$ cat src/rtl/keypad_pkg.sv
// Shared types and the key map for the 4x4 matrix keypad scanner.
package keypad_pkg;

    typedef enum logic [1:0] {
        IDLE,
        PRESS_DB,
        HELD,
        RELEASE_DB
    } kp_state_e;

    // One evaluated scan frame: a single clean key, or nothing usable.
    typedef struct packed {
        logic       is_key;
        logic [3:0] code;
    } frame_result_t;

    // Nibble n holds the code at {row, col} = n.
    // Rows: r0 = 1 2 3 A, r1 = 4 5 6 B, r2 = 7 8 9 C, r3 = 0 F E D.
    localparam logic [63:0] CODE_MAP = 64'hDEF0_C987_B654_A321;

    function automatic logic [3:0] code_lookup(input logic [3:0] rc);
        return CODE_MAP[{rc, 2'b00} +: 4];
    endfunction

endpackage

$ cat src/rtl/keypad_frame_eval.sv
// Reduces one full 16-bit scan frame (bit = col*4 + row) to a single key code or NONE.
module keypad_frame_eval
    import keypad_pkg::*;
(
    input  logic [15:0] frame_i,
    output logic [4:0]  result_o
);

    logic [4:0]    hit_cnt;
    logic [3:0]    hit_idx;
    frame_result_t result;

    // More than one closed switch is treated as no key, which also rejects ghosting.
    always_comb begin
        hit_cnt = '0;
        hit_idx = '0;
        for (int b = 0; b < 16; b++) begin
            if (frame_i[b]) begin
                hit_cnt = hit_cnt + 5'd1;
                hit_idx = 4'(b);
            end
        end
        result.is_key = (hit_cnt == 5'd1);
        result.code   = result.is_key ? code_lookup({hit_idx[1:0], hit_idx[3:2]}) : 4'h0;
    end

    assign result_o = result;

endmodule

$ cat src/rtl/keypad_scanner.sv
// 4x4 matrix keypad scanner: column drive, row sampling, frame debounce and hex-entry register.
module keypad_scanner
    import keypad_pkg::*;
#(
    parameter int SETTLE_CYCLES   = 5000,
    parameter int DEBOUNCE_FRAMES = 20
) (
    input  logic        Clk,
    input  logic        rst,
    input  logic [3:0]  row_in,
    output logic [3:0]  col_n,
    input  logic        clr,
    output logic [3:0]  key_code,
    output logic        key_valid,
    output logic        key_held,
    output logic [31:0] value_out
);

    localparam int CNT_W = (SETTLE_CYCLES > 1) ? $clog2(SETTLE_CYCLES) : 1;
    localparam int STB_W = $clog2(DEBOUNCE_FRAMES + 1);
    localparam logic [CNT_W-1:0] SETTLE_LAST  = CNT_W'(SETTLE_CYCLES - 1);
    localparam logic [STB_W-1:0] DB_LAST      = STB_W'(DEBOUNCE_FRAMES - 1);
    localparam logic [STB_W-1:0] STABLE_ONE   = STB_W'(1);
    localparam bit               SINGLE_FRAME = (DEBOUNCE_FRAMES == 1);

    logic [3:0]       row_meta_q;
    logic [3:0]       row_sync_q;
    logic [CNT_W-1:0] settle_cnt_q, settle_cnt_d;
    logic [1:0]       col_idx_q, col_idx_d;
    logic [15:0]      frame_q, frame_d;
    logic             frame_done_q, frame_done_d;
    logic             settle_tc;

    kp_state_e        state_q;
    logic [3:0]       cand_q;
    logic [STB_W-1:0] stable_q;

    logic [4:0]       eval_raw;
    frame_result_t    eval_res;
    logic             new_key;
    logic             press_now;
    logic             release_now;

    for (genvar gi = 0; gi < 4; gi++) begin : g_col_drive
        assign col_n[gi] = (col_idx_q != 2'(gi));
    end

    // Rows seen through the synchronizer are captured only at the end of each settle window.
    always_comb begin
        settle_tc    = (settle_cnt_q == SETTLE_LAST);
        settle_cnt_d = settle_tc ? '0 : settle_cnt_q + 1'b1;
        col_idx_d    = settle_tc ? col_idx_q + 2'd1 : col_idx_q;
        frame_d      = frame_q;
        if (settle_tc) begin
            frame_d[{col_idx_q, 2'b00} +: 4] = ~row_sync_q;
        end
        frame_done_d = settle_tc && (col_idx_q == 2'd3);
    end

    always_ff @(posedge Clk or negedge rst) begin
        if (!rst) begin
            row_meta_q   <= 4'hF;
            row_sync_q   <= 4'hF;
            settle_cnt_q <= '0;
            col_idx_q    <= '0;
            frame_q      <= '0;
            frame_done_q <= 1'b0;
        end else begin
            row_meta_q   <= row_in;
            row_sync_q   <= row_meta_q;
            settle_cnt_q <= settle_cnt_d;
            col_idx_q    <= col_idx_d;
            frame_q      <= frame_d;
            frame_done_q <= frame_done_d;
        end
    end

    keypad_frame_eval u_frame_eval (
        .frame_i  (frame_q),
        .result_o (eval_raw)
    );

    assign eval_res = frame_result_t'(eval_raw);

    // A "new" key is one that restarts press debouncing from a count of one.
    always_comb begin
        new_key = 1'b0;
        if (eval_res.is_key) begin
            unique case (state_q)
                IDLE:       new_key = 1'b1;
                PRESS_DB:   new_key = (eval_res.code != cand_q);
                HELD:       new_key = (eval_res.code != key_code);
                RELEASE_DB: new_key = (eval_res.code != key_code);
            endcase
        end
        press_now   = frame_done_q &&
                      ((new_key && SINGLE_FRAME) ||
                       (state_q == PRESS_DB && eval_res.is_key &&
                        eval_res.code == cand_q && stable_q >= DB_LAST));
        release_now = frame_done_q && !eval_res.is_key &&
                      ((state_q == HELD && SINGLE_FRAME) ||
                       (state_q == RELEASE_DB && stable_q >= DB_LAST));
    end

    always_ff @(posedge Clk or negedge rst) begin
        if (!rst) begin
            state_q   <= IDLE;
            cand_q    <= '0;
            stable_q  <= '0;
            key_code  <= '0;
            key_valid <= 1'b0;
            key_held  <= 1'b0;
            value_out <= '0;
        end else begin
            key_valid <= press_now;
            if (press_now) begin
                state_q   <= HELD;
                cand_q    <= eval_res.code;
                key_code  <= eval_res.code;
                key_held  <= 1'b1;
                value_out <= clr ? {28'h0, eval_res.code} : {value_out[27:0], eval_res.code};
            end else begin
                if (clr) begin
                    value_out <= '0;
                end
                if (release_now) begin
                    state_q  <= IDLE;
                    key_held <= 1'b0;
                end else if (frame_done_q) begin
                    if (new_key) begin
                        state_q  <= PRESS_DB;
                        cand_q   <= eval_res.code;
                        stable_q <= STABLE_ONE;
                        key_held <= 1'b0;
                    end else begin
                        unique case (state_q)
                            IDLE: begin
                            end
                            PRESS_DB: begin
                                if (eval_res.is_key) begin
                                    stable_q <= stable_q + STABLE_ONE;
                                end else begin
                                    state_q <= IDLE;
                                end
                            end
                            HELD: begin
                                if (!eval_res.is_key) begin
                                    state_q  <= RELEASE_DB;
                                    stable_q <= STABLE_ONE;
                                end
                            end
                            RELEASE_DB: begin
                                if (eval_res.is_key) begin
                                    state_q <= HELD;
                                end else begin
                                    stable_q <= stable_q + STABLE_ONE;
                                end
                            end
                        endcase
                    end
                end
            end
        end
    end

endmodule
$ cat config.mk
export PLATFORM = sky130hd
export DESIGN_NAME = keypad_scanner
export DESIGN_NICKNAME = d
export VERILOG_FILES = /design/src/rtl/keypad_pkg.sv /design/src/rtl/keypad_frame_eval.sv /design/src/rtl/keypad_scanner.sv
export SDC_FILE = /design/constraint.sdc
export NUM_CORES = 1
export LEC_CHECK = 0
export BUFFER_PORTS_ARGS = -buffer_cell sky130_fd_sc_hd__buf_4
export CORE_MARGIN = 3
export CORE_UTILIZATION = 49
export CTS_BUF_LIST = sky130_fd_sc_hd__clkbuf_2 sky130_fd_sc_hd__clkbuf_4 sky130_fd_sc_hd__clkbuf_8
export DETAILED_ROUTE_END_ITERATION = 8
export PLACE_DENSITY = 0.77
export SYNTH_ARGS = -nofsm -noshare
export SYNTH_HDL_FRONTEND = slang
export SYNTH_SLANG_ARGS = --single-unit
$ cat constraint.sdc
create_clock -name Clk -period 16.61 [get_ports Clk]
set_input_delay 0.8305 -clock Clk [delete_from_list [all_inputs] [get_ports Clk]]
set_output_delay 0.8305 -clock Clk [all_outputs]
set_load 0.05 [all_outputs]
==> metrics.cfg <==
[setup_path]
worstSetupStartpoint = frame_q[1]
r2r-start = frame_q[1]
worstPathRequired_ns = 16.91
cp-endpoint = cand_q[3]
cp-end-kind = flop
slowest_stage = a211oi_1
reg2reg_slack_ns = 5.71
crit_buf_inv = 2
rr_worst_depth = 49
critPathArrivalTime_ns = 11.19
startpoint_type = flop
cp_num_cells = 49
crit_top_cell = ha_1
reg2reg_to = cand_q[3]
slowest_delay_ns = 0.46
worstSetupPathType = reg -> reg
crit_fanout = 6
path_delay_family = adder cells

[clock_tree]
cts_hold_buffers = 0
ctsLongestPathBuffers = 2
cts.root.buffer_cell = clkbuf_8
worstSkewPairLatency_ns = 0.36
numCtsBuffers = 9
clk_pin_slew_ns = 0.09
cts_max_level = 3
cts_setup_buffers = 0
cts_tree = built
cts_resized = 0
clock-sinks = 89

[sta]
fin_ws_ns = 5.71
worst_pin_slew_ns = 1.06
period_share_pct = 65.6
min_period_ns = 10.90
maxSlewViolCount = 0
hold_slack_ns = 0.361
fin_skew_ns = 0.00723
fmax_ghz = 0.0918
setup_viol = 0
setup_tns_ns = 0
max-slew-margin-rel_pct = 29.1
rsz0062_at_grt = no
hold_viol_final = 0

[detailed_routing]
drc = 0
dr.pass1.iters = 4
drt_iter0_markers = 250
via_per_inst = 6.00
drtAntennaViolNets = 0
totalWireLength_um = 13200
routed-via-count = 4773
avgRoutedWirePerCell_um = 16.6

[placement]
place_area_sq_um = 6470
gp_congestion = 0.881
dp.cells = 780
hpwl_um = 9690
dp_slack_ns = 5.80
io_buffers = 48

[global_route]
grt_pass1_vias = 4841
grt_overflow = 0
antenna_found_initial = 0
grt_usage_pct = 20.6
grt_max_degree = 90
grt_pass1_wl_um = 22800

[cells_and_area]
drive_gt1_share_pct = 17.9
finalNetCount = 681
final_cell_mix = 81 x dfrtp_1, 68 x nand2_1, 50 x buf_4
num-fill-cells = 1000
fin_cells = 796
diodes = 0
layout_commonest_cell = dfrtp_1
area_growth_syn_to_layout_pct = 10.8
stdcell_area_sq_um = 6690

[logic_synthesis]
syn_area_sq_um = 6040
ys_ff_latch = 89
synth_top_area_share_pct = 33.6
syn_nets = 644
synth-seq-area-share_pct = 37.1
syn-mean-instance-area_sq_um = 9.88
netlist_instances = 611
synth_warnings = 0
async_reset_ff_share_pct = 100
synth_ff_type = dfrtp_1
synth_cell_types = 86
synth_edf_count = 0
yosysTopAreaCell = dfrtp_1
synth_area_leaders = dfrtp_1 34%, ha_1 5.4%, nand2_1 4.2%

[floorplanning]
fp.dieH_um = 117
die_area_sq_um = 13700
start_util_pct = 51.5
core_area_sq_um = 11700
ioPinCount = 49
dieWidth_um = 117
row_count = 39

[status]
status = finished clean

[pwr]
ir_worst_vdd_mv = 0.0656
leakage_nw = 3.15
p_per_area_nw_per_um2 = 57.2

[hold_path]
min-delay-path-class = reg -> reg

[job]
max_cap_violations = 0

[how the worst min path moves through the flow]
stage | from | endpoint | slack (ns) | depth (start not counted)
2_1_floorplan | row_meta_q[0] | row_sync_q[0] | 0.35 | 0
3_3_place_gp | row_meta_q[0] | row_sync_q[0] | 0.35 | 0
3_5_place_dp | row_meta_q[0] | row_sync_q[0] | 0.35 | 0
4_1_cts | row_meta_q[0] | row_sync_q[0] | 0.36 | 0
5_1_grt | row_meta_q[0] | row_sync_q[0] | 0.37 | 0
6_report | row_meta_q[0] | row_sync_q[0] | 0.36 | 0
[report_power, final]
part | internal [mW] | switching [mW] | total [mW]
clock network | 0.0788 | 0.0783 | 0.157
logic | 0.00104 | 0.00539 | 0.00643
registers | 0.218 | 0.000915 | 0.219
total | 0.298 | 0.0845 | 0.383
[registers in the layout, indices dropped and copies added, names as in the netlist]
name,flops
stable_q,5
key_held,1
cand_q,4
row_sync_q,4
row_meta_q,4
frame_done_q,1
col_idx_q,2
frame_q,16
key_code,4
state_q,2
key_valid,1
value_out,32
settle_cnt_q,13
[through the flow]
stage	total power [mW]	util, %
floorplan	0.224	-
global placement	0.230	55.3
detailed placement	0.230	55.3
CTS	0.386	57.1
global route	0.396	57.1
finish	0.383	57.1
[cell usage after synthesis, drive strengths merged, types with 7 or more instances]
cell / n
nand4: 8
nor2b: 8
a22o: 28
nand3: 36
nand2: 69
xnor2: 35
clkbuf: 14
a21oi: 20
xnor3: 9
dfrtp: 81
ha: 26
mux2i: 9
inv: 29
buf: 10
dfstp: 8
o21ai: 23
and3: 7
nor2: 27
mux2: 12
nor3: 14
or3: 11
o31ai: 19
xor2: 21
[final cells by class]
| cell class | count | area (sq um) | share of cell area (%) |
|---|---|---|---|
| Multi-Input combinational cell | 469 | 3570 | 53.4 |
| Sequential cell | 89 | 2240 | 33.5 |
| Timing Repair Buffer | 50 | 375 | 5.61 |
| Tap cell | 143 | 179 | 2.68 |
| Clock buffer | 11 | 151 | 2.26 |
| Inverter | 29 | 109 | 1.63 |
| Clock inverter | 5 | 62.6 | 0.935 |
[logic make-up (layout without fill, tap and decap cells)]
family,Yosys count,in the layout,synth area share (%)
simple gates,211,211,18.3
compound gates,143,143,17.8
flops,89,89,37.1
xor+xnor,68,68,13.9
buf+inv,53,95,3.73
fa+ha+maj,26,26,5.39
mux,21,21,3.86
[per-layer routing]
metal / GRT usage, % / part of all wire (%) / vias up
met1: 26.8 / 46 / 2330
met2: 34.0 / 48 / 114
met5: 0 / 0 / -
li1: - / - / 2306
met3: 4.22 / 4.4 / 23
met4: 7.57 / 1.7 / 0
Power figures use the tool's default switching activity.
